<file path="src/rtl/uart_cmd_parser_if.sv">
// Handshake bundle between the UART RX/TX paths, the register write port and the parser.
interface uart_cmd_parser_if;
  logic       rx_valid;
  logic [7:0] rx_byte;
  logic       tx_busy;
  logic       wr_valid;
  logic [7:0] wr_addr;
  logic [7:0] wr_data;
  logic       resp_valid;
  logic [7:0] resp_byte;
  logic       busy;
  logic [7:0] err_cnt;

  // The environment side drives the received bytes and the TX busy flag.
  modport master (
    output rx_valid, rx_byte, tx_busy,
    input  wr_valid, wr_addr, wr_data, resp_valid, resp_byte, busy, err_cnt
  );

  // The parser side.
  modport slave (
    input  rx_valid, rx_byte, tx_busy,
    output wr_valid, wr_addr, wr_data, resp_valid, resp_byte, busy, err_cnt
  );
endinterface

</file>
<file path="src/rtl/uart_cmd_parser.sv">
// Frames SYNC/CMD/ADDR/LEN/DATA/CHK packets from the UART byte stream, checks the XOR
// checksum, bursts the buffered payload out as register writes and returns ACK/NAK.
module uart_cmd_parser #(
  parameter int MAX_LEN     = 16,
  parameter int TIMEOUT_CYC = 100000
) (
  input  logic             clk_i,
  input  logic             rst_ni,
  uart_cmd_parser_if.slave bus
);
  localparam int IW = (MAX_LEN > 1) ? $clog2(MAX_LEN) : 1;
  localparam int TW = $clog2(TIMEOUT_CYC + 1);
  localparam logic [7:0] SYNC   = 8'hA5;
  localparam logic [7:0] CMD_WR = 8'h01;
  localparam logic [7:0] ACK    = 8'h06;
  localparam logic [7:0] NAK    = 8'h15;

  typedef enum logic [2:0] {
    S_IDLE, S_CMD, S_ADDR, S_LEN, S_DATA, S_CHK, S_COMMIT, S_RESP
  } state_e;

  state_e        state_q, state_d;
  logic [7:0]    cmd_q, cmd_d, addr_q, addr_d, len_q, len_d;
  logic [7:0]    xor_q, xor_d, ptr_q, ptr_d, err_q, err_d;
  logic          nak_q, nak_d;
  logic [TW-1:0] tmo_q, tmo_d;
  logic [7:0]    pbuf_q [MAX_LEN];

  logic       in_frame, tmo_fire, rx_ok, drop, nak_emit, store;
  logic [8:0] err_sum;

  // Next-state, field capture, timeout and error accounting.
  always_comb begin
    state_d  = state_q;
    cmd_d    = cmd_q;
    addr_d   = addr_q;
    len_d    = len_q;
    xor_d    = xor_q;
    ptr_d    = ptr_q;
    nak_d    = nak_q;
    tmo_d    = '0;
    nak_emit = 1'b0;
    store    = 1'b0;

    in_frame = state_q inside {S_CMD, S_ADDR, S_LEN, S_DATA, S_CHK};
    // The timeout takes priority: a byte landing in the firing cycle is lost.
    tmo_fire = in_frame && (tmo_q == TW'(TIMEOUT_CYC - 1));
    rx_ok    = bus.rx_valid && !tmo_fire;
    drop     = bus.rx_valid && (state_q == S_COMMIT || state_q == S_RESP);

    if (in_frame && !bus.rx_valid && !tmo_fire) tmo_d = tmo_q + 1'b1;

    case (state_q)
      S_IDLE: if (rx_ok && bus.rx_byte == SYNC) begin
        state_d = S_CMD;
        xor_d   = '0;
        ptr_d   = '0;
      end
      S_CMD: if (rx_ok) begin
        cmd_d   = bus.rx_byte;
        xor_d   = xor_q ^ bus.rx_byte;
        state_d = S_ADDR;
      end
      S_ADDR: if (rx_ok) begin
        addr_d  = bus.rx_byte;
        xor_d   = xor_q ^ bus.rx_byte;
        state_d = S_LEN;
      end
      S_LEN: if (rx_ok) begin
        len_d = bus.rx_byte;
        xor_d = xor_q ^ bus.rx_byte;
        ptr_d = '0;
        if (bus.rx_byte > 8'(MAX_LEN)) begin
          state_d = S_RESP;
          nak_d   = 1'b1;
        end else if (bus.rx_byte == 8'd0) begin
          state_d = S_CHK;
        end else begin
          state_d = S_DATA;
        end
      end
      S_DATA: if (rx_ok) begin
        store = 1'b1;
        xor_d = xor_q ^ bus.rx_byte;
        ptr_d = ptr_q + 8'd1;
        if (ptr_q == len_q - 8'd1) begin
          state_d = S_CHK;
          ptr_d   = '0;
        end
      end
      S_CHK: if (rx_ok) begin
        if (bus.rx_byte == xor_q && cmd_q == CMD_WR) begin
          nak_d   = 1'b0;
          state_d = (len_q == 8'd0) ? S_RESP : S_COMMIT;
        end else begin
          nak_d   = 1'b1;
          state_d = S_RESP;
        end
        ptr_d = '0;
      end
      S_COMMIT: begin
        ptr_d = ptr_q + 8'd1;
        if (ptr_q == len_q - 8'd1) begin
          state_d = S_RESP;
          ptr_d   = '0;
        end
      end
      S_RESP: if (!bus.tx_busy) begin
        nak_emit = nak_q;
        state_d  = S_IDLE;
      end
      default: state_d = S_IDLE;
    endcase

    if (tmo_fire) state_d = S_IDLE;

    // NAK and drop can coincide in RESP; both count, clamped at 0xFF.
    err_sum = {1'b0, err_q} + 9'(drop) + 9'(nak_emit) + 9'(tmo_fire);
    err_d   = err_sum[8] ? 8'hFF : err_sum[7:0];
  end

  // State and control registers.
  always_ff @(posedge clk_i or negedge rst_ni) begin
    if (!rst_ni) begin
      state_q <= S_IDLE;
      cmd_q   <= '0;
      addr_q  <= '0;
      len_q   <= '0;
      xor_q   <= '0;
      ptr_q   <= '0;
      err_q   <= '0;
      nak_q   <= 1'b0;
      tmo_q   <= '0;
    end else begin
      state_q <= state_d;
      cmd_q   <= cmd_d;
      addr_q  <= addr_d;
      len_q   <= len_d;
      xor_q   <= xor_d;
      ptr_q   <= ptr_d;
      err_q   <= err_d;
      nak_q   <= nak_d;
      tmo_q   <= tmo_d;
    end
  end

  // Payload buffer; contents are only read after being written in the same frame.
  always_ff @(posedge clk_i) begin
    if (store) pbuf_q[ptr_q[IW-1:0]] <= bus.rx_byte;
  end

  assign bus.wr_valid   = (state_q == S_COMMIT);
  assign bus.wr_addr    = bus.wr_valid ? addr_q + ptr_q : 8'h00;
  assign bus.wr_data    = bus.wr_valid ? pbuf_q[ptr_q[IW-1:0]] : 8'h00;
  assign bus.resp_valid = (state_q == S_RESP) && !bus.tx_busy;
  assign bus.resp_byte  = bus.resp_valid ? (nak_q ? NAK : ACK) : 8'h00;
  assign bus.busy       = (state_q != S_IDLE);
  assign bus.err_cnt    = err_q;
endmodule

</file>
<file path="src/flat_wrapper.sv">
// flat-port wrapper written by rule: the top's interface ports become plain ports
module uart_cmd_parser_flat 
#(
  parameter int MAX_LEN     = 16,
  parameter int TIMEOUT_CYC = 100000
)
  (clk_i, rst_ni, bus_rx_valid, bus_rx_byte, bus_tx_busy, bus_wr_valid, bus_wr_addr, bus_wr_data, bus_resp_valid, bus_resp_byte, bus_busy, bus_err_cnt);
  uart_cmd_parser_if bus_i ();
  input  logic clk_i;
  input  logic rst_ni;
  input wire logic [$bits(bus_i.rx_valid)-1:0] bus_rx_valid;
  input wire logic [$bits(bus_i.rx_byte)-1:0] bus_rx_byte;
  input wire logic [$bits(bus_i.tx_busy)-1:0] bus_tx_busy;
  output wire logic [$bits(bus_i.wr_valid)-1:0] bus_wr_valid;
  output wire logic [$bits(bus_i.wr_addr)-1:0] bus_wr_addr;
  output wire logic [$bits(bus_i.wr_data)-1:0] bus_wr_data;
  output wire logic [$bits(bus_i.resp_valid)-1:0] bus_resp_valid;
  output wire logic [$bits(bus_i.resp_byte)-1:0] bus_resp_byte;
  output wire logic [$bits(bus_i.busy)-1:0] bus_busy;
  output wire logic [$bits(bus_i.err_cnt)-1:0] bus_err_cnt;
  assign bus_i.rx_valid = bus_rx_valid;
  assign bus_i.rx_byte = bus_rx_byte;
  assign bus_i.tx_busy = bus_tx_busy;
  assign bus_wr_valid = bus_i.wr_valid;
  assign bus_wr_addr = bus_i.wr_addr;
  assign bus_wr_data = bus_i.wr_data;
  assign bus_resp_valid = bus_i.resp_valid;
  assign bus_resp_byte = bus_i.resp_byte;
  assign bus_busy = bus_i.busy;
  assign bus_err_cnt = bus_i.err_cnt;
  uart_cmd_parser #(.MAX_LEN(MAX_LEN), .TIMEOUT_CYC(TIMEOUT_CYC)) u_core (.clk_i(clk_i), .rst_ni(rst_ni), .bus(bus_i));
endmodule
</file>
<file path="config.mk">
export PLATFORM = sky130hd
export DESIGN_NAME = uart_cmd_parser_flat
export DESIGN_NICKNAME = d
export VERILOG_FILES = /design/src/rtl/uart_cmd_parser_if.sv /design/src/rtl/uart_cmd_parser.sv /design/src/flat_wrapper.sv
export SDC_FILE = /design/constraint.sdc
export NUM_CORES = 1
export LEC_CHECK = 0
export ABC_AREA = 0
export ABC_CLOCK_PERIOD_IN_PS = 3700
export CAP_MARGIN = 10
export CORE_MARGIN = 2
export CORE_UTILIZATION = 35
export CTS_BUF_LIST = sky130_fd_sc_hd__clkbuf_16
export DETAILED_ROUTE_END_ITERATION = 10
export PLACE_DENSITY = 0.57
export SETUP_SLACK_MARGIN = 0.02
export SYNTH_ARGS = -nofsm -noshare
export SYNTH_HDL_FRONTEND = slang
export SYNTH_SLANG_ARGS = --single-unit
</file>
<file path="constraint.sdc">
create_clock -name clk_i -period 3.7 [get_ports clk_i]
set_clock_uncertainty 0.1 [all_clocks]
set_input_delay 0.555 -clock clk_i [delete_from_list [all_inputs] [get_ports clk_i]]
set_output_delay 0.555 -clock clk_i [all_outputs]
set_load 0.01 [all_outputs]
</file>
==> results of run 1 <==
[synth_stat cells (all sizes together) (2+ instances only)]
cell    instances  area (um^2)
inv            15         56.3
or3             6         42.5
and3            9         61.3
xnor2          19          166
and2           14         87.6
mux2i           3         30.0
nor2           45          169
a22oi           2         15.0
buf            21          126
fa              3         60.1
nor4            5         37.5
mux4           40          901
or4             9         71.3
dfrtp          69         1730
a21oi          18         90.1
a211oi          2         15.0
ha             16          200
nor3           13         65.1
o21a            3         22.5
nand4          12         90.1
o21ai          15         78.8
nand2          29          116
edfxtp        128         3840
o41ai           2         17.5
a221o           8         80.1
nor4b           2         17.5
mux2           24          270
a31oi           4         25.0
or2             3         18.8
clkbuf         11         41.3
nor3b           8         60.1
nor2b          22          138
nand2b          6         37.5
xor2           20          175
a21o            5         45.0
nand3          18         95.1
[sequential cells by signal (all words and copies together), names as in the netlist]
name                cells
u_core.addr_q           8
u_core.bus.err_cnt      8
u_core.cmd_q            8
u_core.len_q            8
u_core.nak_q            1
u_core.pbuf_q         128
u_core.ptr_q            8
u_core.state_q          3
u_core.tmo_q           17
u_core.xor_q            8
[routing by layer]
layer / global-route usage / up-vias / wire [um]
li1: - / 2554 / -
met1: 0.215 / 2906 / 9350
met2: 0.256 / 132 / 10300
met3: 0.0379 / 16 / 1250
met4: 0.0359 / 2 / 280
met5: 0 / - / 13
[metrics by stage]
step           worst slack (ns)  instances  instance area, um^2
4_1_cts                  0.0354       1057                10800
3_5_place_dp              0.339       1025                10200
6_report                  0.155       1057                10800
3_3_place_gp              0.463       1025                10200
5_1_grt                  0.0114       1057                10800
2_1_floorplan             0.710        644                 9210
[power breakdown]
| group | switching (W) | internal (W) |
|---|---|---|
| logic | 0.00105 | 0.00108 |
| clock network | 0.000897 | 0.000907 |
| registers | 0.000288 | 0.00261 |
| total | 0.00223 | 0.00460 |
[cell families after synthesis]
logic type,synth area share
and+or+nand+nor,0.124
xor gates and xnor gates,0.0371
other,0.000408
adders and majority gates,0.0283
DFF,0.606
muxes,0.131
AOI/OAI and AO/OA,0.0502
buffers and inverters,0.0243
[how the worst max path moves through the flow]
stage	start	end	slack, ns	depth (start not counted)
after CTS	u_core.ptr_q[1]	bus_wr_data[4]	0.04	5
final	u_core.ptr_q[0]	bus_wr_data[6]	0.15	5
after detailed placement	bus_tx_busy	u_core.bus.err_cnt[4]	0.34	9
after floorplan	u_core.state_q[0]	u_core.bus.err_cnt[4]	0.71	9
after global placement	bus_tx_busy	u_core.bus.err_cnt[4]	0.46	9
after global routing	u_core.ptr_q[0]	bus_wr_addr[6]	0.01	9
[area by class of cell]
class | count | area, um^2
multi-input combinational | 400 | 3430
clock buffer | 17 | 425
inverter | 15 | 60.1
sequential | 197 | 5570
tap | 335 | 419
timing repair buffer | 78 | 708
fill | 2372 | 15100
clock inverter | 15 | 160
[repair_timing]
action / 4_1_cts / 5_1_grt
gates resized for setup: 1 / 5
setup buffers: 0 / 0
gates cloned: 0 / 0
setup endpoints to repair: 7 / 12
hold endpoints to repair: 0 / 0
==> impl_metrics.tcl, run 1 <==
set metrics [dict create \
    synth_seq_cells 197 \
    dr.pass1.iters 6 \
    grt.overflow.total 0 \
    fp.dieH_um 166 \
    drive_gt1_frac 0.209 \
    rsz0062_at_grt "true" \
    cp_common_cell "mux4_2" \
    clkLatencyLatePin_ns 0.43 \
    max_stage_delay_ns 0.57 \
    reg2reg_slack_ns 0.61 \
    finalSetupTns_ns 0 \
    hp-class "primary input to asynchronous set/reset pin" \
    crit_fanout 30 \
    rows 59 \
    cts_inserted_buffers 17 \
    cts.path.max_buffers 2 \
    rr_startpoint "u_core.state_q[2]" \
    synth_cells 641 \
    fin_total_pwr_w 0.00684 \
    reg2reg_depth 8 \
    clock_sinks 197 \
    ys_seq_area_frac 0.606 \
    layout_commonest_cell "edfxtp_1" \
    synthArstFlopShare 0.350 \
    final_cell_mix "edfxtp_1, dfrtp_1, nor2_1" \
    antenna_found_initial 1 \
    syn_avg_cell_area_um2 14.4 \
    drt-initial-drc-count 351 \
    grt_pass1_vias 5706 \
    cp_cell_sequence "clkbuf_8, mux4_2, mux4_2, and2_1, clkdlybuf4s50_1" \
    synth_ff_type "edfxtp_1" \
    critPathTopFamily "multiplexers" \
    worstPathRequired_ns 3.04 \
    wire_per_inst_um 20.1 \
    cts.clk_slew.worst_paths_ns 0.08 \
    hold_ws_ns 0.117 \
    max_freq_mhz 282 \
    slew_viol_final 0 \
    htreeDepth 4 \
    cap_violations 0 \
    min_period_ns 3.55 \
    drc_errors 0 \
    port_buffers 42 \
    vias 5610 \
    ant_nets 0 \
    syn_area_um2 9200 \
    critical_path_class "register to output port" \
    fin_crit_sh 0.958 \
    pin_count 47 \
    setup_violations 0 \
    critPathCaptureType "output port" \
    critPathLaunchType "register" \
    gp_congestion 0.800 \
    grt_pass1_wl_mm 33.5 \
    status "completed" \
    tightest_slew_ns 0.893 \
    core_um2 25900 \
    final_core_util 0.416 \
    critPathSlowestCell "mux4_2" \
    num-nets-final 740 \
    crit_arrival_ns 2.89 \
    hold_viol 0 \
    die_area_um2 27600 \
    synth-edff-count 128 \
    via_per_inst 5.31 \
    power.leakage_nw 3.84 \
    wirelength_mm 21.2 \
    cts_tree "done" \
    cts_root_buf "clkbuf_16" \
    crit_buf_inv 2 \
    reg2reg_to "u_core.bus.err_cnt[4]" \
    area_growth_pct 17.1 \
    diodes 0 \
    grt.total_usage 0.157 \
    start_util 0.355 \
    die_w_um 166 \
    hpwl_mm 14.5 \
    relSlewSlack 0.402 \
    holdBufCountCts 0 \
    grt_max_degree 40 \
    power_density_nw_per_um2 635 \
    yosysUniqueCellTypes 61 \
    yosysWarnings 0 \
    vdd_drop_max_v 0.000374 \
]
(Power assumes the default switching activity.)
==> run 2: changes to the inputs <==
--- a/config.mk
+++ b/config.mk
@@ -8,11 +8,12 @@
 export ABC_AREA = 0
 export ABC_CLOCK_PERIOD_IN_PS = 3700
 export CAP_MARGIN = 10
-export CORE_MARGIN = 2
+export CORE_MARGIN = 8
 export CORE_UTILIZATION = 35
 export CTS_BUF_LIST = sky130_fd_sc_hd__clkbuf_16
 export DETAILED_ROUTE_END_ITERATION = 10
 export PLACE_DENSITY = 0.57
+export RECOVER_POWER = 50
 export SETUP_SLACK_MARGIN = 0.02
 export SYNTH_ARGS = -nofsm -noshare
 export SYNTH_HDL_FRONTEND = slang
==> run 2 against run 1 <==
The run now ends with max-capacitance violations, max-slew violations left. Cell area down 0.27%. Clock power up 7%. Utilization down 0.11 points. Cell count up 0.19%. Highest routed layer is now met4. Global-route usage down 2.3 points. Non-clock buffer count up 2. Setup slack better by 0.040 ns. Hold slack better by 0.28 ns. Fmax up 1.1%.
==> impl_metrics.tcl, run 2 (synthesis gave the netlist of run 1 again) <==
set metrics [dict create \
    cap_violations 1 \
    busiest_layer "met2" \
    reg2reg_slack_ns 0.64 \
    start_util 0.355 \
    port_buffers 42 \
    post_cts_buffers 0 \
    clkPwrFrac 0.277 \
    p_seq_frac 0.417 \
    power.leakage_nw 3.84 \
    fin_ws_ns 0.195 \
    p_int_w 0.00466 \
    hold_ws_ns 0.394 \
    vias 5555 \
    cts_tree "done" \
    rows 59 \
    grt.overflow.total 0 \
    clock_sinks 197 \
    wire_per_inst_um 19.5 \
    pin_count 47 \
    grtUsageMet1 0.172 \
    hpwl_mm 14.4 \
    max_freq_mhz 285 \
    largest_reg_flops 128 \
    area_growth_pct 16.8 \
    drt-initial-drc-count 335 \
    place_ws_ns 0.369 \
    use_met2 0.223 \
    hold_depth 1 \
    switchingPower_w 0.00229 \
    via_per_inst 5.25 \
    die_w_um 178 \
    cts.path.max_buffers 2 \
    critical_path_class "register to output port" \
    hold_viol 0 \
    grt_max_degree 37 \
    die_area_um2 31700 \
    crit_arrival_ns 2.85 \
    fp.dieH_um 178 \
    final_cell_mix "edfxtp_1, dfrtp_1, nor2_1" \
    status "finished with violations" \
    hp-class "register to register" \
    num-nets-final 742 \
    wirelength_mm 20.7 \
    min_period_ns 3.51 \
    fin_crit_sh 0.947 \
    grt_pass1_vias 5807 \
    finalSetupTns_ns 0 \
    dr.pass1.iters 5 \
    ant_nets 0 \
    reg2reg_depth 8 \
    htreeDepth 4 \
    combPwrFrac 0.306 \
    gp_congestion 0.785 \
    tightest_slew_ns 2.08 \
    met3_usage 0.0343 \
    clkLatencyLatePin_ns 0.43 \
    diodes 0 \
    cts_inserted_buffers 17 \
    vdd_drop_max_v 0.000331 \
    violations "max-capacitance violations, max-slew violations" \
    slew_viol_final 37 \
    critPathLaunchType "register" \
    antenna_found_initial 0 \
    rsz0062_at_grt "false" \
    crit_fanout 20 \
    cts_root_buf "clkbuf_16" \
    core_um2 25900 \
    relSlewSlack -0.387 \
    power_density_nw_per_um2 648 \
    switching_share 0.329 \
    grt_pass1_wl_mm 32.4 \
    setup_violations 0 \
    grt.total_usage 0.134 \
    drive_gt1_frac 0.191 \
    cts.clk_slew.worst_paths_ns 0.07 \
    worstPathRequired_ns 3.04 \
    layout_commonest_cell "edfxtp_1" \
    critPathCaptureType "output port" \
    drc_errors 0 \
]
[run 2: changes by cell type in the layout (fill, tap and decap cells not counted), sizes merged]
cell	previous run	this run
clkdlybuf4s50	41	24
dlygate4sd3	0	16
clkbuf	18	30
buf	36	26
clkinv	8	5
bufinv	0	1
clkinvlp	1	2
dlymetal6s2s	0	1
inv	21	22
[run 2: metal layers]
metal / vias to the layer above / wire length (um) / share of wire
met3: 17 / 1130 / 0.055
met1: 2837 / 9200 / 0.45
met4: 0 / 218 / 0.011
met2: 139 / 10100 / 0.49
met5: - / 0 / 0
li1: 2562 / - / -
[run 2: layout make-up]
cell class	instances	area, um^2
Timing Repair Buffer	80	666
Inverter	15	60.1
Sequential cell	197	5570
Tap cell	335	419
Fill cell	2335	15200
Clock inverter	15	201
Clock buffer	17	425
Multi-Input combinational cell	400	3400
[run 2: path summary, 6_finish.rpt]
kind                              startpoint               endpoint
setup / recovery             u_core.ptr_q[0]         bus_wr_data[4]
hold / removal               u_core.tmo_q[0]        u_core.tmo_q[0]
setup reg to reg           u_core.state_q[2]  u_core.bus.err_cnt[4]
hold reg to reg              u_core.tmo_q[0]        u_core.tmo_q[0]
max in group asynchronous             rst_ni        u_core.tmo_q[0]
min in group asynchronous             rst_ni  u_core.bus.err_cnt[4]
[run 2: worst max-delay path: stages (launching register included)]
cell and delay (ns):
dfrtp_2 0.40, buf_6 0.29, mux4_2 0.59, mux4_2 0.49
and2_1 0.17, clkdlybuf4s50_1 0.47
[run 2: power groups by stage]
| stage | Clock (W) | Combinational (W) | Sequential [W] |
|---|---|---|---|
| floorplan | 0 | 0.00156 | 0.00285 |
| finish | 0.00192 | 0.00213 | 0.00290 |
| CTS | 0.00197 | 0.00218 | 0.00289 |
| detailed placement | 0 | 0.00217 | 0.00294 |
| global route | 0.00204 | 0.00234 | 0.00294 |
| global placement | 0 | 0.00213 | 0.00292 |
[run 2: through the flow]
step | cell area (um^2) | util | total power, W | std cells
final | 10700 | 0.415 | 0.00696 | 1059
after floorplan | 9210 | - | 0.00442 | 644
after global placement | 10200 | 0.393 | 0.00505 | 1027
after global routing | 10700 | 0.415 | 0.00733 | 1059
after CTS | 10800 | 0.417 | 0.00704 | 1059
after detailed placement | 10200 | 0.393 | 0.00511 | 1027
[run 2: what timing repair did]
action,in CTS,in global routing
setup endpoints to repair,0,6
hold buffers,0,0
resized for setup,0,5
